[src/rtl/morse_pkg.sv]
// morse_pkg: shared constants for the Morse key sequencer.
//   - FSM state encodings (legacy-compatible localparams)
//   - detector code values (idle / dot / dash / end-of-letter)
//   - error glyph shown when a letter had too many symbols
//   - unit-counter width and saturation value
//   - sym_code(): maps the dot/dash decision onto a detector code
package morse_pkg;

   localparam int unsigned UNIT_W = 4;
   localparam logic [UNIT_W-1:0] UNIT_MAX = 4'd15;

   localparam logic [2:0] ST_IDLE  = 3'd0;
   localparam logic [2:0] ST_PRESS = 3'd1;
   localparam logic [2:0] ST_GAP   = 3'd2;
   localparam logic [2:0] ST_SYM   = 3'd3;
   localparam logic [2:0] ST_END   = 3'd4;

   localparam logic [1:0] MCD_IDLE = 2'b00;
   localparam logic [1:0] MCD_DOT  = 2'b01;
   localparam logic [1:0] MCD_DASH = 2'b10;
   localparam logic [1:0] MCD_END  = 2'b11;

   localparam logic [6:0] ERR_GLYPH = 7'b0000001;

   function automatic logic [1:0] sym_code(input logic is_dash);
      return is_dash ? MCD_DASH : MCD_DOT;
   endfunction

endpackage

[src/rtl/morse_unit_timer.sv]
// morse_unit_timer: prescaler plus saturating Morse unit counter.
// Ports:
//   clk, reset  - clock, asynchronous active-high reset
//   clear       - restart prescaler and zero the unit counter
//   tick        - one-cycle pulse every TICK_DIV clocks
//   units       - elapsed units since the last clear, saturating at UNIT_MAX
module morse_unit_timer
   import morse_pkg::*;
#(
   parameter int unsigned TICK_DIV = 1000
) (
   input  logic              clk,
   input  logic              reset,
   input  logic              clear,
   output logic              tick,
   output logic [UNIT_W-1:0] units
);

   localparam int unsigned PRESC_W = (TICK_DIV > 1) ? $clog2(TICK_DIV) : 1;
   localparam logic [PRESC_W-1:0] PRESC_LAST = PRESC_W'(TICK_DIV - 1);

   logic [PRESC_W-1:0] presc_q, presc_d;
   logic [UNIT_W-1:0]  units_q, units_d;

   always_comb begin
      tick    = !clear && (presc_q == PRESC_LAST);
      presc_d = (clear || tick) ? '0 : presc_q + PRESC_W'(1);
      units_d = units_q;
      if (clear) begin
         units_d = '0;
      end else if (tick && (units_q != UNIT_MAX)) begin
         units_d = units_q + UNIT_W'(1);
      end
   end

   always_ff @(posedge clk or posedge reset) begin
      if (reset) begin
         presc_q <= '0;
         units_q <= '0;
      end else begin
         presc_q <= presc_d;
         units_q <= units_d;
      end
   end

   assign units = units_q;

endmodule

[src/rtl/morse_key_sequencer.sv]
// morse_key_sequencer: turns a raw telegraph-key line into timed dot / dash /
// end-of-letter codes for the Morse letter detector, captures the resulting
// glyph and offers it downstream over valid/ready.
// Ports:
//   clk, reset       - clock, asynchronous active-high reset
//   enable           - run enable; dropping it aborts a letter in progress
//   key_in           - raw asynchronous key line, 1 = pressed
//   mcd_code         - registered code to detector (00/01/10/11)
//   mcd_seg          - detector glyph, sampled while END drives 11
//   letter_valid/letter_seg/letter_ready - downstream handshake
//   sym_overflow     - pulse: symbol dropped, letter had too many symbols
//   letter_overrun   - pulse: an unconsumed letter was overwritten
//   busy             - FSM not idle
// Build option: define MORSE_DEBOUNCE_EN to insert a DEB_CYCLES stability
// filter between the synchronizer and the FSM.
module morse_key_sequencer
   import morse_pkg::*;
#(
   parameter int unsigned TICK_DIV   = 1000,
   parameter int unsigned DASH_UNITS = 2,
   parameter int unsigned GAP_UNITS  = 3,
   parameter int unsigned MAX_SYMS   = 4,
   parameter int unsigned DEB_CYCLES = 16
) (
   input  logic       clk,
   input  logic       reset,
   input  logic       enable,
   input  logic       key_in,
   output logic [1:0] mcd_code,
   input  logic [6:0] mcd_seg,
   output logic       letter_valid,
   output logic [6:0] letter_seg,
   input  logic       letter_ready,
   output logic       sym_overflow,
   output logic       letter_overrun,
   output logic       busy
);

   localparam int unsigned SYM_W = $clog2(MAX_SYMS + 1);
   localparam logic [SYM_W-1:0]  SYM_LIMIT = SYM_W'(MAX_SYMS);
   localparam logic [UNIT_W-1:0] DASH_LIM  = UNIT_W'(DASH_UNITS);
   localparam logic [UNIT_W-1:0] GAP_LIM   = UNIT_W'(GAP_UNITS);

   logic key_s1_q, key_s2_q, key_prev_q;
   logic key_fsm, key_edge;

   always_ff @(posedge clk or posedge reset) begin
      if (reset) begin
         key_s1_q <= 1'b0;
         key_s2_q <= 1'b0;
      end else begin
         key_s1_q <= key_in;
         key_s2_q <= key_s1_q;
      end
   end

`ifdef MORSE_DEBOUNCE_EN
   localparam int unsigned DEB_W = $clog2(DEB_CYCLES + 1);
   localparam logic [DEB_W-1:0] DEB_LAST = DEB_W'(DEB_CYCLES - 1);

   logic [DEB_W-1:0] deb_cnt_q, deb_cnt_d;
   logic             key_deb_q, key_deb_d;

   // Count consecutive cycles the synchronized key disagrees with the filtered
   // value; any agreement restarts the window.
   always_comb begin
      deb_cnt_d = '0;
      key_deb_d = key_deb_q;
      if (key_s2_q != key_deb_q) begin
         if (deb_cnt_q == DEB_LAST) begin
            key_deb_d = key_s2_q;
         end else begin
            deb_cnt_d = deb_cnt_q + DEB_W'(1);
         end
      end
   end

   always_ff @(posedge clk or posedge reset) begin
      if (reset) begin
         deb_cnt_q <= '0;
         key_deb_q <= 1'b0;
      end else begin
         deb_cnt_q <= deb_cnt_d;
         key_deb_q <= key_deb_d;
      end
   end

   assign key_fsm = key_deb_q;
`else
   assign key_fsm = key_s2_q;
`endif

   assign key_edge = key_fsm ^ key_prev_q;

   logic [2:0]        state_q, state_d;
   logic [SYM_W-1:0]  sym_cnt_q, sym_cnt_d;
   logic              err_q, err_d;
   logic [1:0]        mcd_code_q, mcd_code_d;
   logic              valid_q, valid_d;
   logic [6:0]        seg_q, seg_d;
   logic              ovf_q, ovf_d;
   logic              ovr_q, ovr_d;
   logic              fsm_clr, abort;
   logic              unit_tick;
   logic [UNIT_W-1:0] units;

   morse_unit_timer #(
      .TICK_DIV(TICK_DIV)
   ) u_timer (
      .clk  (clk),
      .reset(reset),
      .clear(fsm_clr | key_edge),
      .tick (unit_tick),
      .units(units)
   );

   // Only PRESS/GAP can be interrupted; SYM and END finish their single-cycle
   // code first so two non-idle codes are never driven back to back.
   assign abort = !enable && ((state_q == ST_PRESS) || (state_q == ST_GAP));

   always_comb begin
      state_d    = state_q;
      sym_cnt_d  = sym_cnt_q;
      err_d      = err_q;
      mcd_code_d = MCD_IDLE;
      valid_d    = valid_q && !letter_ready;
      seg_d      = seg_q;
      ovf_d      = 1'b0;
      ovr_d      = 1'b0;
      fsm_clr    = 1'b0;
      if (abort) begin
         // Return the detector to its root state without capturing a glyph.
         if (sym_cnt_q != '0) begin
            mcd_code_d = MCD_END;
         end
         sym_cnt_d = '0;
         err_d     = 1'b0;
         state_d   = ST_IDLE;
      end else begin
         case (state_q)
            ST_IDLE: begin
               if (enable && key_fsm) begin
                  state_d = ST_PRESS;
                  fsm_clr = 1'b1;
               end
            end
            ST_PRESS: begin
               if (!key_fsm) begin
                  if (sym_cnt_q < SYM_LIMIT) begin
                     mcd_code_d = sym_code(units >= DASH_LIM);
                     sym_cnt_d  = sym_cnt_q + SYM_W'(1);
                     state_d    = ST_SYM;
                  end else begin
                     ovf_d   = 1'b1;
                     err_d   = 1'b1;
                     state_d = ST_GAP;
                     fsm_clr = 1'b1;
                  end
               end
            end
            ST_SYM: begin
               state_d = ST_GAP;
               fsm_clr = 1'b1;
            end
            ST_GAP: begin
               if (units >= GAP_LIM) begin
                  mcd_code_d = MCD_END;
                  state_d    = ST_END;
               end else if (key_fsm) begin
                  state_d = ST_PRESS;
                  fsm_clr = 1'b1;
               end
            end
            ST_END: begin
               seg_d     = err_q ? ERR_GLYPH : mcd_seg;
               valid_d   = 1'b1;
               // Acceptance in this same cycle frees the slot: no overrun.
               ovr_d     = valid_q && !letter_ready;
               sym_cnt_d = '0;
               err_d     = 1'b0;
               state_d   = ST_IDLE;
            end
            default: state_d = ST_IDLE;
         endcase
      end
   end

   always_ff @(posedge clk or posedge reset) begin
      if (reset) begin
         key_prev_q <= 1'b0;
         state_q    <= ST_IDLE;
         sym_cnt_q  <= '0;
         err_q      <= 1'b0;
         mcd_code_q <= MCD_IDLE;
         valid_q    <= 1'b0;
         seg_q      <= '0;
         ovf_q      <= 1'b0;
         ovr_q      <= 1'b0;
      end else begin
         key_prev_q <= key_fsm;
         state_q    <= state_d;
         sym_cnt_q  <= sym_cnt_d;
         err_q      <= err_d;
         mcd_code_q <= mcd_code_d;
         valid_q    <= valid_d;
         seg_q      <= seg_d;
         ovf_q      <= ovf_d;
         ovr_q      <= ovr_d;
      end
   end

   assign mcd_code       = mcd_code_q;
   assign letter_valid   = valid_q;
   assign letter_seg     = seg_q;
   assign sym_overflow   = ovf_q;
   assign letter_overrun = ovr_q;
   assign busy           = (state_q != ST_IDLE);

endmodule

[config.mk]
export PLATFORM = sky130hd
export DESIGN_NAME = morse_key_sequencer
export DESIGN_NICKNAME = d
export VERILOG_FILES = /design/src/rtl/morse_pkg.sv /design/src/rtl/morse_unit_timer.sv /design/src/rtl/morse_key_sequencer.sv
export SDC_FILE = /design/constraint.sdc
export NUM_CORES = 1
export LEC_CHECK = 0
export CORE_ASPECT_RATIO = 0.75
export CORE_UTILIZATION = 54
export CTS_CLUSTER_SIZE = 10
export DETAILED_ROUTE_END_ITERATION = 6
export PLACE_DENSITY_LB_ADDON = 0.08
export SETUP_SLACK_MARGIN = 0.02
export SKIP_CTS_REPAIR_TIMING = 1
export SLEW_MARGIN = 15
export SYNTH_ARGS = -nofsm -noshare
export SYNTH_HDL_FRONTEND = slang
export SYNTH_SLANG_ARGS = --single-unit
[constraint.sdc]
create_clock -name clk -period 2.4 [get_ports clk]
set_input_delay 0.24 -clock clk [delete_from_list [all_inputs] [get_ports clk]]
set_output_delay 0.24 -clock clk [all_outputs]
set_load 0.01 [all_outputs]
Yosys cells after proc, flatten, opt, wreduce, memory -nomap -nowiden
Cells that the tools add are included.
Cells by class
  $add $sub $neg: 3
  order comparisons: 3
  eq/ne operators: 11
  muxes and demuxes: 39
  bitwise gates (word level): 3
  reduce and logical (&&, ||, !) cells: 19
Operators by type and width (number)
  3-bit 2-to-1 mux: 8
  1-bit 2-to-1 mux: 16
  2-bit 2-to-1 mux: 6
  3-bit case mux with 4 select lines: 1
  10-bit by 1-bit adder with 10-bit output (second input constant): 1
  10-bit == test (second input constant): 1
  10-bit 2-to-1 mux: 1
  3-bit inequality test (second input constant): 3
  3-bit AND reduction: 3
  3-bit nonzero test: 3
  4-bit by 2-bit >= comparator with 1-bit output (second input constant): 2
  4-bit 2-to-1 mux: 2
  7-bit 2-to-1 mux: 1
  3-bit by 2-bit == test with 1-bit output (second input constant): 2
  3-bit case mux with 2 select lines: 1
  1-bit logical AND: 5
  4-bit by 1-bit adder with 4-bit output (second input constant): 1
  4-bit by 3-bit inequality test with 1-bit output (second input constant): 1
  4-bit inequality test (second input constant): 1
  1-bit case mux with 4 select lines: 1
  2-bit case mux with 2 select lines: 1
  3-bit by 1-bit adder with 3-bit output (second input constant): 1
  3-bit by 1-bit == test with 1-bit output (second input constant): 1
  3-bit == test (second input constant): 1
  other kinds (11): 14
Word-level totals
  flip-flop bits (word level): 36
  bits of input ports: 12
  output and inout bits: 13
  logic and storage cells: 91

Longest topological paths before layout
Gate-level depths: netlist (run 1).
  word-level depth: 11
  depth in mapped cells: 6
  gate-level depth less buffers: 5

Hierarchy
A second synthesis (run 1) with hierarchy kept.
Second synthesis, totals
  cells, all modules: 186
  area total of the unflattened synthesis: 1908.1 um^2
By module, submodules not included
  morse_key_sequencer: times used 1, cells each 98, area each 1046.0 um^2, seq. area each 550.5 um^2
  morse_unit_timer: times used 1, cells each 88, area each 862.1 um^2, seq. area each 350.3 um^2

Worst setup path before layout (run 1)
Ideal clock, no wire load.
  kind: register -> register
  start point: register u_timer.presc_q[0]
  end point: register u_timer.units_q[3] (netlist: u_timer.units[3])
  setup time: 73 ps
  arrival time: 1634 ps
  required time: 2327 ps
  slack: 693 ps
  cell stages (with the launch flop): 6
  buffers on the path: 0
  period minus slack after synthesis: 1707 ps
  path through: dfrtp_1 ha_1 nand4bb_4 or2_4 or4_4 a21oi_2
Between the ends
  longest elaborated chain between the ends: 4
RTL lines
  from (decl): line morse_unit_timer.sv:22  | logic [PRESC_W-1:0] presc_q, presc_d;
  from (signal assigned): line morse_unit_timer.sv:41  | presc_q <= presc_d;
  10-bit == test: line morse_unit_timer.sv:26  | tick = !clear && (presc_q == PRESC_LAST);
  1-bit logical AND: line morse_unit_timer.sv:26
  1-bit logical AND: line morse_unit_timer.sv:31  | end else if (tick && (units_q != UNIT_MAX)) begin
  2-bit nonzero test (no line)
  to (signal assigned): line morse_unit_timer.sv:42  | units_q <= units_d;
  to (decl): line morse_unit_timer.sv:23  | logic [UNIT_W-1:0] units_q, units_d;
Every way passes these cells.
A chain may end at the register's enable or synchronous reset.

Final worst setup path (run 1)
  start point: register state_q[2]
  end point: output port busy
Between the ends
  longest elaborated chain between the ends: 1
RTL lines
  from (decl): line morse_key_sequencer.sv:95  | logic [2:0] state_q, state_d;
  from (signal assigned): line morse_key_sequencer.sv:201  | state_q <= state_d;
  3-bit nonzero test: line morse_key_sequencer.sv:217  | assign busy = (state_q != ST_IDLE);
  to (decl): line morse_key_sequencer.sv:36  | output logic busy
Every way passes these cells.

==> results of run 1 <==
-- metal layers --
| metal | track usage (%) | vias to the layer above | routed length, um |
|---|---|---|---|
| met1 | 29.30 | 683 | 1758 |
| met5 | 0 | - | 0 |
| met2 | 33.82 | 55 | 1595 |
| met4 | 10.54 | 0 | 45 |
| met3 | 6.154 | 4 | 213 |
| li1 | - | 711 | - |
-- power groups by stage --
stage               Combinational [uW]  Sequential [uW]  Clock [uW]
floorplan                         95.3              656           0
global placement                   138              665           0
detailed placement                 143              669           0
CTS                                144              657         405
global route                       160              661         434
finish                             143              657         392
-- sequential cells by signal (all words and copies together), names as in the netlist, 2 cells and up --
signal,count
letter_seg,7
mcd_code,2
state_q,3
sym_cnt_q,3
u_timer.presc_q,10
u_timer.units,4
-- worst max-delay path: stages (launching register included) --
cell and delay (ps):
dfrtp_1 590, inv_1 160, nand2_1 80, clkdlybuf4s50_1 530
-- Yosys cell counts (all sizes together) (2+ instances only) --
cell type	count
dfrtp	36
nand2	21
nor2	15
o21ai	13
nand2b	12
inv	10
nor3	9
a21oi	8
nand3	8
clkbuf	6
nor4	6
ha	5
a31oi	4
xnor2	4
xor2	4
buf	3
nor2b	3
or4	3
a21boi	2
and2	2
and3	2
or3	2
-- cells in the final DEF (no fill, tap or decap), types with 2 or more instances in the layout --
cell type        Yosys  final
nand2b_1            12     12
nor4_1               6      6
a21boi_0             2      2
and3_1               2      2
o21ai_0             13     13
and2_1               2      2
xor2_1               4      4
nand3_1              8      8
a31oi_1              4      4
dfrtp_1             36     36
ha_1                 5      5
nor2_1              15     15
buf_4                0      2
inv_1               10     10
a21oi_1              7      7
or3_1                2      2
nor3_1               8      8
clkbuf_8             0      5
clkdlybuf4s50_1      0     24
nand2_1             21     21
or4_1                2      2
nor2b_1              3      3
xnor2_1              4      4
-- area by class of cell --
| type | count | area (um2) | area share [%] |
|---|---|---|---|
| flip-flops and latches | 36 | 900.9 | 41.62 |
| multi-input cells | 138 | 845.8 | 39.08 |
| repair buffers | 26 | 255.2 | 11.79 |
| clock buffers | 6 | 72.57 | 3.353 |
| well taps | 38 | 47.55 | 2.197 |
| inverters | 10 | 37.54 | 1.734 |
| clock inverters | 1 | 5.005 | 0.2312 |
-- per-stage QoR --
step | power, uW | hold WS (ps) | worst slack (ps) | instances
2_1_floorplan | 751.2 | 271.4 | 693.0 | 193
3_3_place_gp | 802.8 | 340.5 | 654.9 | 248
3_5_place_dp | 812.0 | 337.1 | 559.8 | 248
4_1_cts | 1207 | 367.1 | 531.8 | 255
5_1_grt | 1255 | 378.3 | 445.2 | 255
6_report | 1192 | 360.2 | 515.6 | 255
-- kinds of logic after synthesis --
| family | count (synthesis) | share of synthesized area (%) |
|---|---|---|
| simple gates | 88 | 26.24 |
| flops | 36 | 49.45 |
| compound gates | 35 | 11.74 |
| buf+inv | 19 | 4.121 |
| xor+xnor | 8 | 3.846 |
| fa+ha+maj | 5 | 3.434 |
| mux | 2 | 1.168 |
-- worst max-delay path by stage --
stage | start | cells past startpoint | endpoint | slack, ps
2_1_floorplan | u_timer.presc_q[0] | 5 | u_timer.units[3] | 690
3_3_place_gp | u_timer.presc_q[0] | 5 | u_timer.units[3] | 650
3_5_place_dp | u_timer.presc_q[0] | 5 | u_timer.units[3] | 560
4_1_cts | state_q[2] | 3 | busy | 530
5_1_grt | state_q[2] | 3 | busy | 450
6_report | state_q[2] | 3 | busy | 520
==> impl_metrics.csv, run 1 <==
group,metric,value,unit
clocking,cts_made_buffers,5,
power_and_ir_drop,seq_power_share,55.1,%
sta,setup_violations,0,
clocking,clk_latency,280,ps
die,ios,25,
yosys,synth-edff-count,0,
detailed_routing,drtIter0Drc,87,
yosys,syn_avg_cell_area,9.439,um2
sta,finClkSkew,5.904,ps
power_and_ir_drop,powerDensity,550.7,nW/um2
layout,final_util,70.67,%
sta,fmax,530.7,MHz
setup_path,required,2160,ps
clocking,cts-root-buf,"clkbuf_8",
die,rows,17,
yosys,synth_top_cell_by_area,"dfrtp_1",
global_routing,grt_start_max_net_pins,37,
placed_design,dpl_cell_area,2087,um2
sta,post-route-period-util,78.52,%
sta,tns,0,ps
outcome,outcome,"completed",
setup_path,ff2ff_path_depth,5,
layout,n_antenna_cell,0,
detailed_routing,post_drt_wl_per_cell,14.17,um
clocking,path_clk_slew,70,ps
power_and_ir_drop,power.leakage,0.0009472,uW
layout,fill_cells,234,
yosys,ys_ff_latch,36,
yosys,async_reset_ff_share,100.0,%
placed_design,hpwl,2554,um
detailed_routing,wl,3613,um
sta,hold_viol_final,0,
yosys,ys_top_cells_by_area,"dfrtp_1 (49%), nand2_1 (4.3%), nand2b_1 (4.1%), o21ai_0 (3.6%), ha_1 (3.4%)",
global_routing,grt_antenna_before_repair,0,
power_and_ir_drop,p_sw_share,24.72,%
setup_path,r2r-start,"u_timer.presc_q[0]",
detailed_routing,vias,1453,
yosys,synth_warnings,0,
detailed_routing,drc_errors,0,
power_and_ir_drop,netSwitchingPower,294.7,uW
setup_path,crit_type,"register to primary output",
die,design.core.area,3063,um2
die,die_x,69.07,um
clocking,cts_tree,"built",
sta,drv_slew,0,
setup_path,r2r_end,"u_timer.units[3]",
clocking,clock_path_buffers,2,
yosys,synthDistinctLibCells,40,
power_and_ir_drop,p_comb_share,12.0,%
detailed_routing,first_pass_iters,5,
placed_design,gp_congestion,0.8437,
sta,rsz0062_at_grt,"false",
power_and_ir_drop,power_frac_clock,32.9,%
setup_path,cp_max_fo,13,
yosys,syn_nets,210,
sta,worst_slew_pin_slew,517.8,ps
global_routing,grt.overflow.total,0,
power_and_ir_drop,internal-power,897.4,uW
die,chipHeight,52.30,um
die,die_area,3612,um2
layout,areaGrowthSynthToFinish,18.82,%
layout,finalNetCount,234,
global_routing,grt_pass1_wl,6009,um
yosys,netlist_instances,193,
global_routing,first_global_vias,1304,
global_routing,grt_usage,22.07,%
layout,drive_gt1_share,6.452,%
yosys,ys_seq_area_share,49.45,%
layout,stdcell_area,2165,um2
placed_design,port_buffers,24,
setup_path,crit_path_start_kind,"register",
clocking,cts.sinks,36,
sta,slew_headroom,65.16,%
die,start_util,59.48,%
setup_path,cp-end-kind,"primary output",
setup_path,cp.arrival,1640,ps
flow_run,cap_violations,0,
worst_hold_path,min_path_type,"input port to asynchronous set/reset pin",
setup_path,reg2reg_slack,570,ps
sta,min_period,1884,ps
clocking,cts-htree-levels,2,
yosys,synth_top_area_share,49.45,%
detailed_routing,vias_per_cell,5.698,
yosys,synthFlopType,"dfrtp_1",
power_and_ir_drop,vdd_drop_max,0.0003985,V
yosys,synth_area,1822,um2
detailed_routing,ant_nets,0,
Note: power is estimated with default switching activity, not from simulation.
==> inputs of run 2 (changes only) <==
Settings changed: CORE_UTILIZATION 54 to 49.
Clock period 2.4 ns to 1.5 ns, I/O delays scaled along.
==> run 2 against run 1 <==
Effect of this change:
- the flow now finishes with violations (setup timing)
- register-to-register slack got worse by 690 ps
- clock-buffer cell count decreased by 1
- critical endpoint is now u_timer.units[1]
- clock power increased by 74%
- utilization increased by 5.4 points
- die area increased by 9.8%
- critical path type is now register to register
- sequential share of layout area decreased by 6.8 points
- final cell count increased by 17%
- highest routed layer unchanged
- setup slack got worse by 640 ps
==> impl_metrics.csv, run 2 (same netlist as run 1, synthesis figures left out) <==
group,metric,value,unit
power_and_ir_drop,vdd_drop_max,0.0007416,V
global_routing,grt_usage,23.54,%
layout,final_common_cell,"dfrtp_1",
detailed_routing,drtIter0Drc,66,
global_routing,grt_start_max_net_pins,37,
power_and_ir_drop,power.leakage,0.001125,uW
placed_design,placed_cells,280,
layout,instances_no_fill,298,
setup_path,r2r-start,"u_timer.presc_q[0]",
clocking,clk_latency,290,ps
layout,n_antenna_cell,0,
sta,rsz0062_at_grt,"true",
setup_path,crit_start,"u_timer.presc_q[0]",
power_and_ir_drop,p_sw_share,27.63,%
layout,final_cell_mix,"dfrtp_1 (31), buf_4 (28), clkdlybuf4s50_1 (23), nand2_1 (21), nor2_1 (15)",
clocking,path_clk_slew,70,ps
flow_run,cap_violations,0,
die,die_x,72.41,um
worst_hold_path,min_path_type,"input port to asynchronous set/reset pin",
die,start_util,53.22,%
sta,worst_slew_pin_slew,474.2,ps
layout,top_register,"u_timer.presc_q",
power_and_ir_drop,p_comb_share,17.9,%
placed_design,gp_congestion,0.8348,
global_routing,grt.overflow.total,0,
setup_path,crit_path_start_kind,"register",
outcome,outcome,"finished with violations",
detailed_routing,ant_nets,0,
sta,post-route-period-util,108.3,%
setup_path,cp-end-kind,"register",
setup_path,required,1670,ps
power_and_ir_drop,power_frac_clock,32.4,%
clocking,cts.sinks,36,
die,ios,25,
power_and_ir_drop,netSwitchingPower,580.6,uW
sta,hold_viol_final,0,
placed_design,port_buffers,24,
die,design.core.area,3423,um2
clocking,clock_path_buffers,2,
clocking,cts-root-buf,"clkbuf_8",
detailed_routing,vias_per_cell,5.604,
detailed_routing,post_drt_wl_per_cell,16.61,um
detailed_routing,vias,1670,
clocking,cts_tree,"built",
detailed_routing,first_pass_iters,4,
clocking,cts_made_buffers,5,
global_routing,grt_pass1_wl,6706,um
outcome,violations,"setup timing",
global_routing,first_global_vias,1501,
detailed_routing,drc_errors,0,
setup_path,crit_type,"register to register",
layout,areaGrowthSynthToFinish,42.93,%
sta,slew_headroom,68.14,%
layout,largest_reg_flops,10,
setup_path,cp_max_fo,3,
die,die_area,3968,um2
sta,finClkSkew,4.725,ps
die,chipHeight,54.81,um
sta,setup_violations,5,
sta,fmax,615.7,MHz
sta,min_period,1624,ps
setup_path,cp.arrival,1790,ps
sta,drv_slew,0,
global_routing,grt_antenna_before_repair,0,
layout,drive_gt1_share,29.03,%
power_and_ir_drop,seq_power_share,49.7,%
placed_design,pre_cts_ws,-263.1,ps
sta,setup_ws,-124.3,ps
layout,fill_cells,216,
power_and_ir_drop,powerDensity,807.1,nW/um2
clocking,cts-htree-levels,2,
layout,final_util,76.06,%
layout,finalNetCount,264,
power_and_ir_drop,internal-power,1521,uW
die,rows,18,
placed_design,hpwl,2949,um
detailed_routing,wl,4950,um
[run 2: cell count changes in the layout (fill, tap and decap cells not counted), moves of 3 or more]
cell     delta
dfrtp_1     -5
buf_6       +3
buf_4      +26
ha_1        -3
dfrtp_2     +5
o21ai_0     -3
nor4_1      -3
[run 2: path summary, 6_finish.rpt]
| path | to | slack (ps) | cells after the start |
|---|---|---|---|
| worst min register to register | key_fsm | 360 | 0 |
| worst min-delay path | letter_overrun | 280 | 3 |
| worst max register to register | u_timer.units[1] | -120 | 6 |
| max in group asynchronous | key_fsm | 880 | 3 |
| worst max-delay path | u_timer.units[1] | -120 | 6 |
| min in group clk | key_s1_q | 300 | 1 |
[run 2: cell type report]
type	count	area (um2)	area share (%)
Sequential cell	36	907.1	34.84
Tap cell	50	62.56	2.403
Clock inverter	3	18.77	0.7208
Multi-Input combinational cell	139	1022	39.26
Timing Repair Buffer	55	486.7	18.69
Clock buffer	5	68.82	2.643
Inverter	10	37.54	1.442
[run 2: routing by layer]
layer  GRT usage [%]  wire length, um
met4           15.03              170
met1           28.55             2075
met3           6.077              354
met2           38.32             2351
met5               0                0
[run 2: through the flow]
stage,setup TNS [ps],instance area (um2),total power (uW),hold slack [ps]
CTS,-1517,2370,2021,293.2
floorplan,-114.4,1856,1215,181.4
detailed placement,-3488,2282,1345,341.1
finish,-413.7,2604,2101,277.6
global placement,-2033,2282,1328,344.8
global route,-904.8,2604,2196,284.1
[run 2: power groups by stage]
stage | clock network [uW] | logic (uW) | registers (uW)
finish | 681 | 376 | 1040
global route | 746 | 402 | 1050
CTS | 694 | 280 | 1050
detailed placement | 0 | 278 | 1070
global placement | 0 | 265 | 1060
floorplan | 0 | 162 | 1050
[run 2: critical path, cell delays in order (launching register included)]
cell and delay [ps]:
dfrtp_1 420, ha_4 170, nand4bb_4 130, buf_6 150
nor4_4 360, mux2i_1 220, nor2_1 50
